==> src/rtl/hazard_sequencer.sv <==
// Stall/flush sequencer for the 5-stage pipeline.
// Registered FSM state plus saturating stall and redirect counters.
module hazard_sequencer #(
  parameter int REG_W = 5,
  parameter int CNT_W = 16
) (
  input  logic             CLK,
  input  logic             RST,
  input  logic             ihit,
  input  logic             dhit,
  input  logic             dmem_req_EX_MEM,
  input  logic             load_ID_EX,
  input  logic             WEN_ID_EX,
  input  logic [REG_W-1:0] reg_wr_ID_EX,
  input  logic [REG_W-1:0] rs_IF_ID,
  input  logic [REG_W-1:0] rt_IF_ID,
  input  logic             uses_rt_IF_ID,
  input  logic             redirect_MEM,
  input  logic             halt_MEM_WB,
  output logic             pc_en,
  output logic             IF_ID_en,
  output logic             ID_EX_en,
  output logic             EX_MEM_en,
  output logic             MEM_WB_en,
  output logic             IF_ID_flush,
  output logic             ID_EX_flush,
  output logic             EX_MEM_flush,
  output logic             halt_out,
  output logic [1:0]       state,
  output logic [CNT_W-1:0] stall_cycles,
  output logic [CNT_W-1:0] redirects
);

  typedef enum logic [1:0] {
    RUN     = 2'd0,
    LDSTALL = 2'd1,
    DWAIT   = 2'd2,
    HALT    = 2'd3
  } state_t;

  state_t           r_state;
  state_t           w_next;
  logic             r_halt;
  logic [CNT_W-1:0] r_stall;
  logic [CNT_W-1:0] r_redir;

  logic w_dstall;
  logic w_hit_rs;
  logic w_hit_rt;
  logic w_lu;
  logic w_redir_take;
  logic w_stall_inc;

  assign w_dstall = dmem_req_EX_MEM & ~dhit;
  assign w_hit_rs = reg_wr_ID_EX == rs_IF_ID;
  assign w_hit_rt = uses_rt_IF_ID &
                    (reg_wr_ID_EX == rt_IF_ID);
  assign w_lu     = load_ID_EX & WEN_ID_EX &
                    (reg_wr_ID_EX != '0) &
                    (w_hit_rs | w_hit_rt);

  always_comb begin
    pc_en        = 1'b0;
    IF_ID_en     = 1'b0;
    ID_EX_en     = 1'b0;
    EX_MEM_en    = 1'b0;
    MEM_WB_en    = 1'b0;
    IF_ID_flush  = 1'b0;
    ID_EX_flush  = 1'b0;
    EX_MEM_flush = 1'b0;
    w_redir_take = 1'b0;
    w_next       = r_state;
    if (RST) begin
      w_next = RUN;
    end else if (r_state == HALT) begin
      w_next = HALT;
    end else if (w_dstall) begin
      w_next = DWAIT;
    end else if (halt_MEM_WB) begin
      MEM_WB_en = 1'b1;
      w_next    = HALT;
    end else if (redirect_MEM) begin
      pc_en        = 1'b1;
      MEM_WB_en    = 1'b1;
      IF_ID_flush  = 1'b1;
      ID_EX_flush  = 1'b1;
      EX_MEM_flush = 1'b1;
      w_redir_take = 1'b1;
      w_next       = RUN;
    end else if (w_lu && r_state == RUN) begin
      ID_EX_flush = 1'b1;
      EX_MEM_en   = 1'b1;
      MEM_WB_en   = 1'b1;
      w_next      = LDSTALL;
    end else if (!ihit) begin
      IF_ID_flush = 1'b1;
      ID_EX_en    = 1'b1;
      EX_MEM_en   = 1'b1;
      MEM_WB_en   = 1'b1;
      w_next      = RUN;
    end else begin
      pc_en     = 1'b1;
      IF_ID_en  = 1'b1;
      ID_EX_en  = 1'b1;
      EX_MEM_en = 1'b1;
      MEM_WB_en = 1'b1;
      w_next    = RUN;
    end
  end

  // A redirect always advances the PC, so it never counts as a stall.
  assign w_stall_inc = !RST && r_state != HALT &&
                       !pc_en && !w_redir_take;

  always_ff @(posedge CLK) begin
    if (RST) begin
      r_state <= RUN;
      r_halt  <= 1'b0;
      r_stall <= '0;
      r_redir <= '0;
    end else begin
      r_state <= w_next;
      if (w_next == HALT)
        r_halt <= 1'b1;
      if (w_stall_inc && r_stall != '1)
        r_stall <= r_stall + 1'b1;
      if (w_redir_take && r_redir != '1)
        r_redir <= r_redir + 1'b1;
    end
  end

  assign state        = r_state;
  assign halt_out     = r_halt;
  assign stall_cycles = r_stall;
  assign redirects    = r_redir;

endmodule
==> config.mk <==
export PLATFORM = sky130hd
export DESIGN_NAME = hazard_sequencer
export DESIGN_NICKNAME = d
export VERILOG_FILES = /design/src/rtl/hazard_sequencer.sv
export SDC_FILE = /design/constraint.sdc
export NUM_CORES = 1
export LEC_CHECK = 0
export BUFFER_PORTS_ARGS = -buffer_cell sky130_fd_sc_hd__buf_4
export CORE_ASPECT_RATIO = 0.6
export CORE_MARGIN = 4
export CORE_UTILIZATION = 43
export DETAILED_ROUTE_END_ITERATION = 16
export PLACE_DENSITY_LB_ADDON = 0.05
export SLEW_MARGIN = 20
export SYNTH_ARGS = -nofsm -noshare
export SYNTH_HDL_FRONTEND = slang
export SYNTH_SLANG_ARGS = --single-unit
==> constraint.sdc <==
create_clock -name CLK -period 2.9 [get_ports CLK]
set_input_delay 0.58 -clock CLK [delete_from_list [all_inputs] [get_ports CLK]]
set_output_delay 0.58 -clock CLK [all_outputs]
set_load 0.01 [all_outputs]
== Word-level counts from Yosys, hierarchy flattened ==
Index checks and enable logic that the tools add are counted.

* Add/sub/neg operators: 2
* Equality and inequality tests: 7
* Mux-type cells: 50
* Bitwise gates (word level): 7
* Reductions and logical operators: 11

{| class="wikitable"
|+ Operators with widths
! cell !! number
|-
| 1-bit two-way mux || 46
|-
| 16-bit by 1-bit adder with 16-bit output, second input constant || 2
|-
| 16-bit != test, second input constant || 2
|-
| 5-bit equality test || 2
|-
| 2-bit two-way mux || 4
|-
| 1-bit logical AND || 6
|-
| 1-bit AND || 5
|-
| 5-bit nonzero test || 1
|-
| 2-bit equality test, second input constant || 2
|-
| 1-bit zero test || 3
|-
| 2-bit zero test || 1
|-
| 2-bit != test, second input constant || 1
|-
| 1-bit NOT || 1
|-
| 1-bit bitwise OR || 1
|}

* Flip-flop bits (word level): 35
* Input port bits: 25
* Word-level logic and storage cells: 81

== Depth between registers and ports, before layout ==
Gate-level depths: netlist (run 1).

* Word-level depth: 15
* Mapped depth: 10
* Mapped depth without buffers: 7

== Worst setup path before layout (run 1) ==
Ideal clock, no wire load.

* Kind: input-to-output
* Start: in reg_wr_ID_EX[0]
* End: out IF_ID_en
* Data arrival time: 1.927 ns
* Setup slack: 0.393 ns
* Cell stages on the path: 5
* Path buffers: 0
* Cells stage by stage: or4_1 o2111ai_2 nor2b_1 nor3_1 and2_1

* Cells in the longest elaborated chain, start to end: 11

{| class="wikitable"
|+ Ends and longest elaborated chain
! what !! RTL line !! text
|-
| start, declared || 14 || <nowiki>input logic [REG_W-1:0] reg_wr_ID_EX,</nowiki>
|-
| 5-bit equality test || 57 || <nowiki>(reg_wr_ID_EX == rt_IF_ID);</nowiki>
|-
| 1-bit AND || 56 || <nowiki>assign w_hit_rt = uses_rt_IF_ID &</nowiki>
|-
| 1-bit bitwise OR || 60 || <nowiki>(w_hit_rs | w_hit_rt);</nowiki>
|-
| 1-bit AND * || 59 || <nowiki>(reg_wr_ID_EX != '0) &</nowiki>
|-
| 1-bit logical AND * || 90 || <nowiki>end else if (w_lu && r_state == RUN) begin</nowiki>
|-
| 1-bit two-way mux * || 90 ||
|-
| 1-bit two-way mux * || 82 || <nowiki>end else if (redirect_MEM) begin</nowiki>
|-
| 1-bit two-way mux * || 79 || <nowiki>end else if (halt_MEM_WB) begin</nowiki>
|-
| 1-bit two-way mux * || 77 || <nowiki>end else if (w_dstall) begin</nowiki>
|-
| 1-bit two-way mux * || 75 || <nowiki>end else if (r_state == HALT) begin</nowiki>
|-
| 1-bit two-way mux * || 73 || <nowiki>if (RST) begin</nowiki>
|-
| end, declared || 21 || <nowiki>output logic IF_ID_en,</nowiki>
|}

Every way passes the cells marked *; elsewhere a longest branch is shown, timed or not.

== Final worst setup path (run 1) ==
Same ends and word-level chain as after synthesis.

==> results of run 1 <==
## kinds of logic after synthesis
family / share of synthesized area, %
AND/OR/NAND/NOR: 29.20
AO/OA/AOI/OAI: 14.33
flip-flops: 37.51
XOR/XNOR: 12.19
buffers and inverters: 4.354
multiplexers: 1.072
adder cells (fa/ha/maj): 1.339
## worst reg2reg max path, stage by stage (launching register included)
cell and delay [ps]:
dfxtp_1 370, ha_1 260, and3_4 190, a41oi_2 260
nand3_2 160, and2_4 250, or4_1 480, a21oi_1 150
## layout make-up
| type | instances | area (µm²) | area share (%) |
|---|---|---|---|
| flip-flops and latches | 35 | 700.7 | 27.85 |
| clock buffers | 6 | 82.58 | 3.282 |
| inverters | 7 | 26.28 | 1.044 |
| repair buffers | 68 | 510.5 | 20.29 |
| multi-input cells | 173 | 1086 | 43.16 |
| well taps | 60 | 75.07 | 2.984 |
| clock inverters | 2 | 35.03 | 1.392 |
## cell usage in the layout, fill, tap and decap left out, types with 2 or more instances in the layout
master     n
nand2_1   16
o21ai_0    4
nand2b_1   2
ha_1       2
xnor2_1   17
buf_4     68
xor2_1     9
o31ai_1    7
o41ai_1    2
and2_1     3
nor3_1     2
or4_1      8
dfxtp_1   35
or3_1      5
and3_4     2
nand3_1   10
o21ai_1    2
mux2i_1    2
clkbuf_8   6
nand4_1   12
nor2_1    36
and4_1     4
a21oi_1   14
inv_1      7
o311ai_1   2
## layer usage
| metal | up-vias | GRT usage [%] | part of all wire [%] |
|---|---|---|---|
| li1 | 934 | - | - |
| met4 | 0 | 3.758 | 0.48 |
| met1 | 823 | 29.84 | 54 |
| met5 | - | 0 | 0 |
| met3 | 5 | 6.345 | 9.3 |
| met2 | 66 | 22.11 | 36 |
## through the flow
stage          cells  worst slack [ps]  total power, mW
5_1_grt          351             207.9            1.130
2_1_floorplan    224             393.4           0.5762
4_1_cts          351             278.5            1.091
3_3_place_gp     343             327.3           0.6320
3_5_place_dp     343             277.8           0.6327
6_report         351             286.3            1.079
## state kept, by name (all words and copies together), names as in the netlist
signal / count
state: 2
stall_cycles: 16
redirects: 16
halt_out: 1
## report_power, final
group	internal [mW]	switching, mW
registers	0.488	0.00933
logic	0.0629	0.0617
clock network	0.278	0.179
total	0.829	0.250
## final timing paths
path,start,to
hold reg to reg,halt_out$_SDFFE_PP0N_,halt_out$_SDFFE_PP0N_
hold / removal,halt_out$_SDFFE_PP0N_,halt_out$_SDFFE_PP0N_
setup / recovery,reg_wr_ID_EX[0],IF_ID_en
setup reg to reg,stall_cycles[0]$_SDFFE_PP0P_,stall_cycles[9]$_SDFFE_PP0P_
==> results.sh, run 1 <==
export IMPL_status="finished, final reports clean"
export IMPL_ctsHoldBuffers=0
export IMPL_tightest_slew_ps=363.9
export IMPL_die_width_um=93.09
export IMPL_synth_edff_count=0
export IMPL_cp_slowest_cell="or4_1"
export IMPL_synth_seq_area_share_pct=37.51
export IMPL_grt_pass1_wl_um=7948
export IMPL_crit_arrival_ps=2030
export IMPL_avgSynthCellArea_um2=8.339
export IMPL_worstPathRequired_ps=2320
export IMPL_synthTopCellsByArea="dfxtp_1, xnor2_1, nor2_1, xor2_1, nand4_1"
export IMPL_slowest_delay_ps=540
export IMPL_ys_top_cells_by_count="nor2_1, dfxtp_1, xnor2_1"
export IMPL_core_mm2=0.004144
export IMPL_fin_crit_sh_pct=90.13
export IMPL_vias_per_cell=5.208
export IMPL_io_buffers=67
export IMPL_cts_clk_slew_worst_paths_ps=70
export IMPL_clockRootBuffer="clkbuf_8"
export IMPL_post_cts_resize_count=0
export IMPL_grt_use_total_pct=18.34
export IMPL_gp_congestion=0.7725
export IMPL_crit_path_cell_trace="buf_4 > or4_1 > o2111ai_2 > nor2b_1 > nor3_1 > and2_1 > buf_4"
export IMPL_fin_tns_setup_ps=0
export IMPL_cts_tree="built"
export IMPL_row_count=18
export IMPL_final_util_pct=60.72
export IMPL_clock_sinks=35
export IMPL_synthArstFlopShare_pct=0
export IMPL_cp_top_family="simple AND/OR/NAND/NOR gates"
export IMPL_drtIter0Drc=117
export IMPL_overflow=0
export IMPL_syn_num_nets=251
export IMPL_finalHoldViolCount=0
export IMPL_end_kind="output pin"
export IMPL_crit_path_max_fanout=5
export IMPL_final_net_count=317
export IMPL_timing_fmax_mhz=382.6
export IMPL_dp_hpwl_um=3671
export IMPL_relSlewSlack_pct=75.67
export IMPL_vias=1828
export IMPL_worstSetupPathType="input pin to output pin"
export IMPL_die_y_um=59.06
export IMPL_hold_path_class="register to register"
export IMPL_finalSetupViolCount=0
export IMPL_area_growth_pct=34.70
export IMPL_crit_top_cell="buf_4"
export IMPL_dieArea_mm2=0.005497
export IMPL_synth_top_area_share_pct=37.51
export IMPL_ir_drop_mv=0.2053
export IMPL_crit_cells=7
export IMPL_ys_seq_elements=35
export IMPL_rsz0062_at_grt="no"
export IMPL_antenna_left=0
export IMPL_cts_buffer_depth=2
export IMPL_wl_per_cell_um=13.64
export IMPL_final_setup_skew_ps=2.963
export IMPL_io_pins=68
export IMPL_grt_max_degree=25
export IMPL_num_antenna_cells=0
export IMPL_initial_core_util_pct=45.08
export IMPL_tritoncts_num_buffers=5
export IMPL_h_tree_depth=2
export IMPL_postLayoutCellArea_mm2=0.002516
export IMPL_cap_viol_max_count=0
export IMPL_start_kind="input pin"
export IMPL_ys_flop_type="dfxtp_1"
export IMPL_hold_slack_ps=497.3
export IMPL_nFillCells=394
export IMPL_synth_area_mm2=0.001868
export IMPL_synth_cell_types=39
export IMPL_leakagePower_nw=0.9913
export IMPL_powerDensity_mw_per_mm2=428.8
export IMPL_antenna_found_initial=0
export IMPL_clk_insertion_delay_late_ps=280
export IMPL_drt_pass1_iter_count=4
export IMPL_yosysMostFrequentCell="nor2_1"
export IMPL_post_cts_buffers=0
export IMPL_critPathBufInv=2
export IMPL_drc_errors=0
export IMPL_synth_top_area_cell="dfxtp_1"
export IMPL_first_global_vias=1578
export IMPL_ff2ff_setup_slack_ps=720
export IMPL_drive_gt1_share_pct=28.52
export IMPL_placed_cell_area_mm2=0.002399
export IMPL_finalWirelength_um=4787
export IMPL_hold_path_depth=2
export IMPL_netlist_instances=224
export IMPL_yosys_warnings=0
export IMPL_slew_viol_final=0
export IMPL_min_period_ps=2614
export IMPL_reg2regPathDepth=7
Power figures use the tool's default switching activity.
==> run 2, diff against run 1 <==
--- a/config.mk
+++ b/config.mk
@@ -11,6 +11,7 @@
 export CORE_UTILIZATION = 43
 export DETAILED_ROUTE_END_ITERATION = 16
 export PLACE_DENSITY_LB_ADDON = 0.05
+export REMOVE_ABC_BUFFERS = 1
 export SLEW_MARGIN = 20
 export SYNTH_ARGS = -nofsm -noshare
 export SYNTH_HDL_FRONTEND = slang
==> run 2 against run 1 <==
Against the previous run:
- flip-flop and latch count stayed put
- largest cell class unchanged
- sequential power hardly changed
- critical path type unchanged
- final area is 1.4% lower
- global-route usage is 0.45 points lower
- highest routed layer unchanged
- register-to-register slack worse by 50 ps
==> results.sh, run 2 (synthesis results as in run 1) <==
export IMPL_relSlewSlack_pct=68.22
export IMPL_cts_buffer_depth=2
export IMPL_core_mm2=0.004144
export IMPL_h_tree_depth=2
export IMPL_ctsHoldBuffers=0
export IMPL_die_y_um=59.06
export IMPL_tightest_slew_ps=470.3
export IMPL_rsz0062_at_grt="no"
export IMPL_slew_viol_final=0
export IMPL_grt_pass1_wl_um=7831
export IMPL_clock_sinks=35
export IMPL_row_count=18
export IMPL_vias=1845
export IMPL_crit_path_cell_trace="buf_4 > or4_1 > o2111ai_2 > nor2b_1 > nor3_1 > and2_1 > buf_4"
export IMPL_die_width_um=93.09
export IMPL_final_setup_skew_ps=7.247
export IMPL_end_kind="output pin"
export IMPL_wl_per_cell_um=13.95
export IMPL_tritoncts_num_buffers=5
export IMPL_final_cell_mix="buf_4, nor2_1, dfxtp_1, xnor2_1, nand2_1"
export IMPL_fin_crit_sh_pct=91.60
export IMPL_worstSetupPathType="input pin to output pin"
export IMPL_hold_slack_ps=493.3
export IMPL_fin_tns_setup_ps=0
export IMPL_finalWirelength_um=4897
export IMPL_vias_per_cell=5.256
export IMPL_final_common_cell="buf_4"
export IMPL_finalSetupViolCount=0
export IMPL_clk_insertion_delay_late_ps=290
export IMPL_worstPathRequired_ps=2320
export IMPL_dp_hpwl_um=3675
export IMPL_finalHoldViolCount=0
export IMPL_cp_slowest_cell="or4_1"
export IMPL_timing_fmax_mhz=376.4
export IMPL_io_buffers=67
export IMPL_crit_top_cell="buf_4"
export IMPL_gp_congestion=0.7775
export IMPL_min_period_ps=2656
export IMPL_initial_core_util_pct=45.08
export IMPL_final_net_count=317
export IMPL_slowest_delay_ps=550
export IMPL_stdcell_count=351
export IMPL_cts_tree="built"
export IMPL_overflow=0
export IMPL_first_global_vias=1618
export IMPL_post_cts_resize_count=0
export IMPL_drc_errors=0
export IMPL_clockRootBuffer="clkbuf_8"
export IMPL_start_kind="input pin"
export IMPL_crit_arrival_ps=2080
export IMPL_leakagePower_nw=0.9723
export IMPL_antenna_found_initial=0
export IMPL_nFillCells=398
export IMPL_dieArea_mm2=0.005497
export IMPL_io_pins=68
export IMPL_post_cts_buffers=0
export IMPL_total_power_mw=0.9692
export IMPL_post_place_cells=343
export IMPL_grt_use_total_pct=17.88
export IMPL_cts_clk_slew_worst_paths_ps=70
export IMPL_area_growth_pct=32.75
export IMPL_ir_drop_mv=0.2709
export IMPL_antenna_left=0
export IMPL_hold_path_class="register to register"
export IMPL_drive_gt1_share_pct=27.84
export IMPL_status="finished, final reports clean"
export IMPL_powerDensity_mw_per_mm2=390.8
export IMPL_drt_pass1_iter_count=4
export IMPL_num_antenna_cells=0
export IMPL_grt_max_degree=25
export IMPL_crit_path_max_fanout=5
export IMPL_drtIter0Drc=77
export IMPL_cap_viol_max_count=0
run 2: cell types whose count changed in the layout (fill, tap and decap cells not counted):
cell,previous run,this run
bufinv_16,1,0
clkbuf_8,6,5
clkbuf_1,0,2
run 2: stage by stage:
| stage | setup WS, ps | cell area, µm² | utilization, % |
|---|---|---|---|
| final | 243.6 | 2480 | 59.84 |
| after global placement | 300.4 | 2399 | 57.88 |
| after CTS | 256.4 | 2480 | 59.84 |
| after detailed placement | 273.6 | 2399 | 57.88 |
| after floorplan | 393.4 | 1813 | - |
| after global routing | 152.9 | 2480 | 59.84 |
run 2: area by class of cell:
cell class	instances	area [µm²]	area share, %
flip-flops and latches	35	700.7	28.25
repair buffers	68	510.5	20.59
inverters	7	26.28	1.060
multi-input cells	173	1086	43.79
clock buffers	7	76.32	3.078
clock inverters	1	5.005	0.2018
well taps	60	75.07	3.027
run 2: layer usage:
| layer | vias to the layer above | share of wire, % | GRT usage (%) |
|---|---|---|---|
| li1 | 932 | - | - |
| met1 | 853 | 51 | 26.47 |
| met2 | 55 | 39 | 25.08 |
| met3 | 5 | 8.7 | 4.949 |
| met4 | 0 | 0.94 | 5.637 |
| met5 | - | 0 | 0 |
run 2: final timing paths:
path / start / to / slack [ps] / cells past startpoint
setup / recovery: reg_wr_ID_EX[0] / IF_ID_en / 240 / 7
hold reg to reg: halt_out$_SDFFE_PP0N_ / halt_out$_SDFFE_PP0N_ / 490 / 2
hold / removal: halt_out$_SDFFE_PP0N_ / halt_out$_SDFFE_PP0N_ / 490 / 2
setup reg to reg: state[0]$_SDFF_PP0_ / redirects[14]$_SDFFE_PP0P_ / 670 / 6
run 2: power by group:
| part | switching [mW] | internal, mW | leakage, nW |
|---|---|---|---|
| logic | 0.0624 | 0.0628 | 0.647 |
| clock network | 0.179 | 0.169 | 0.0422 |
| registers | 0.00869 | 0.488 | 0.283 |
run 2: critical path, delay by kind of cell:
kind / cells / cell delay [ps]
AND/OR/NAND/NOR: 4 / 1060
AO/OA/AOI/OAI: 1 / 200
buffers and inverters: 2 / 230
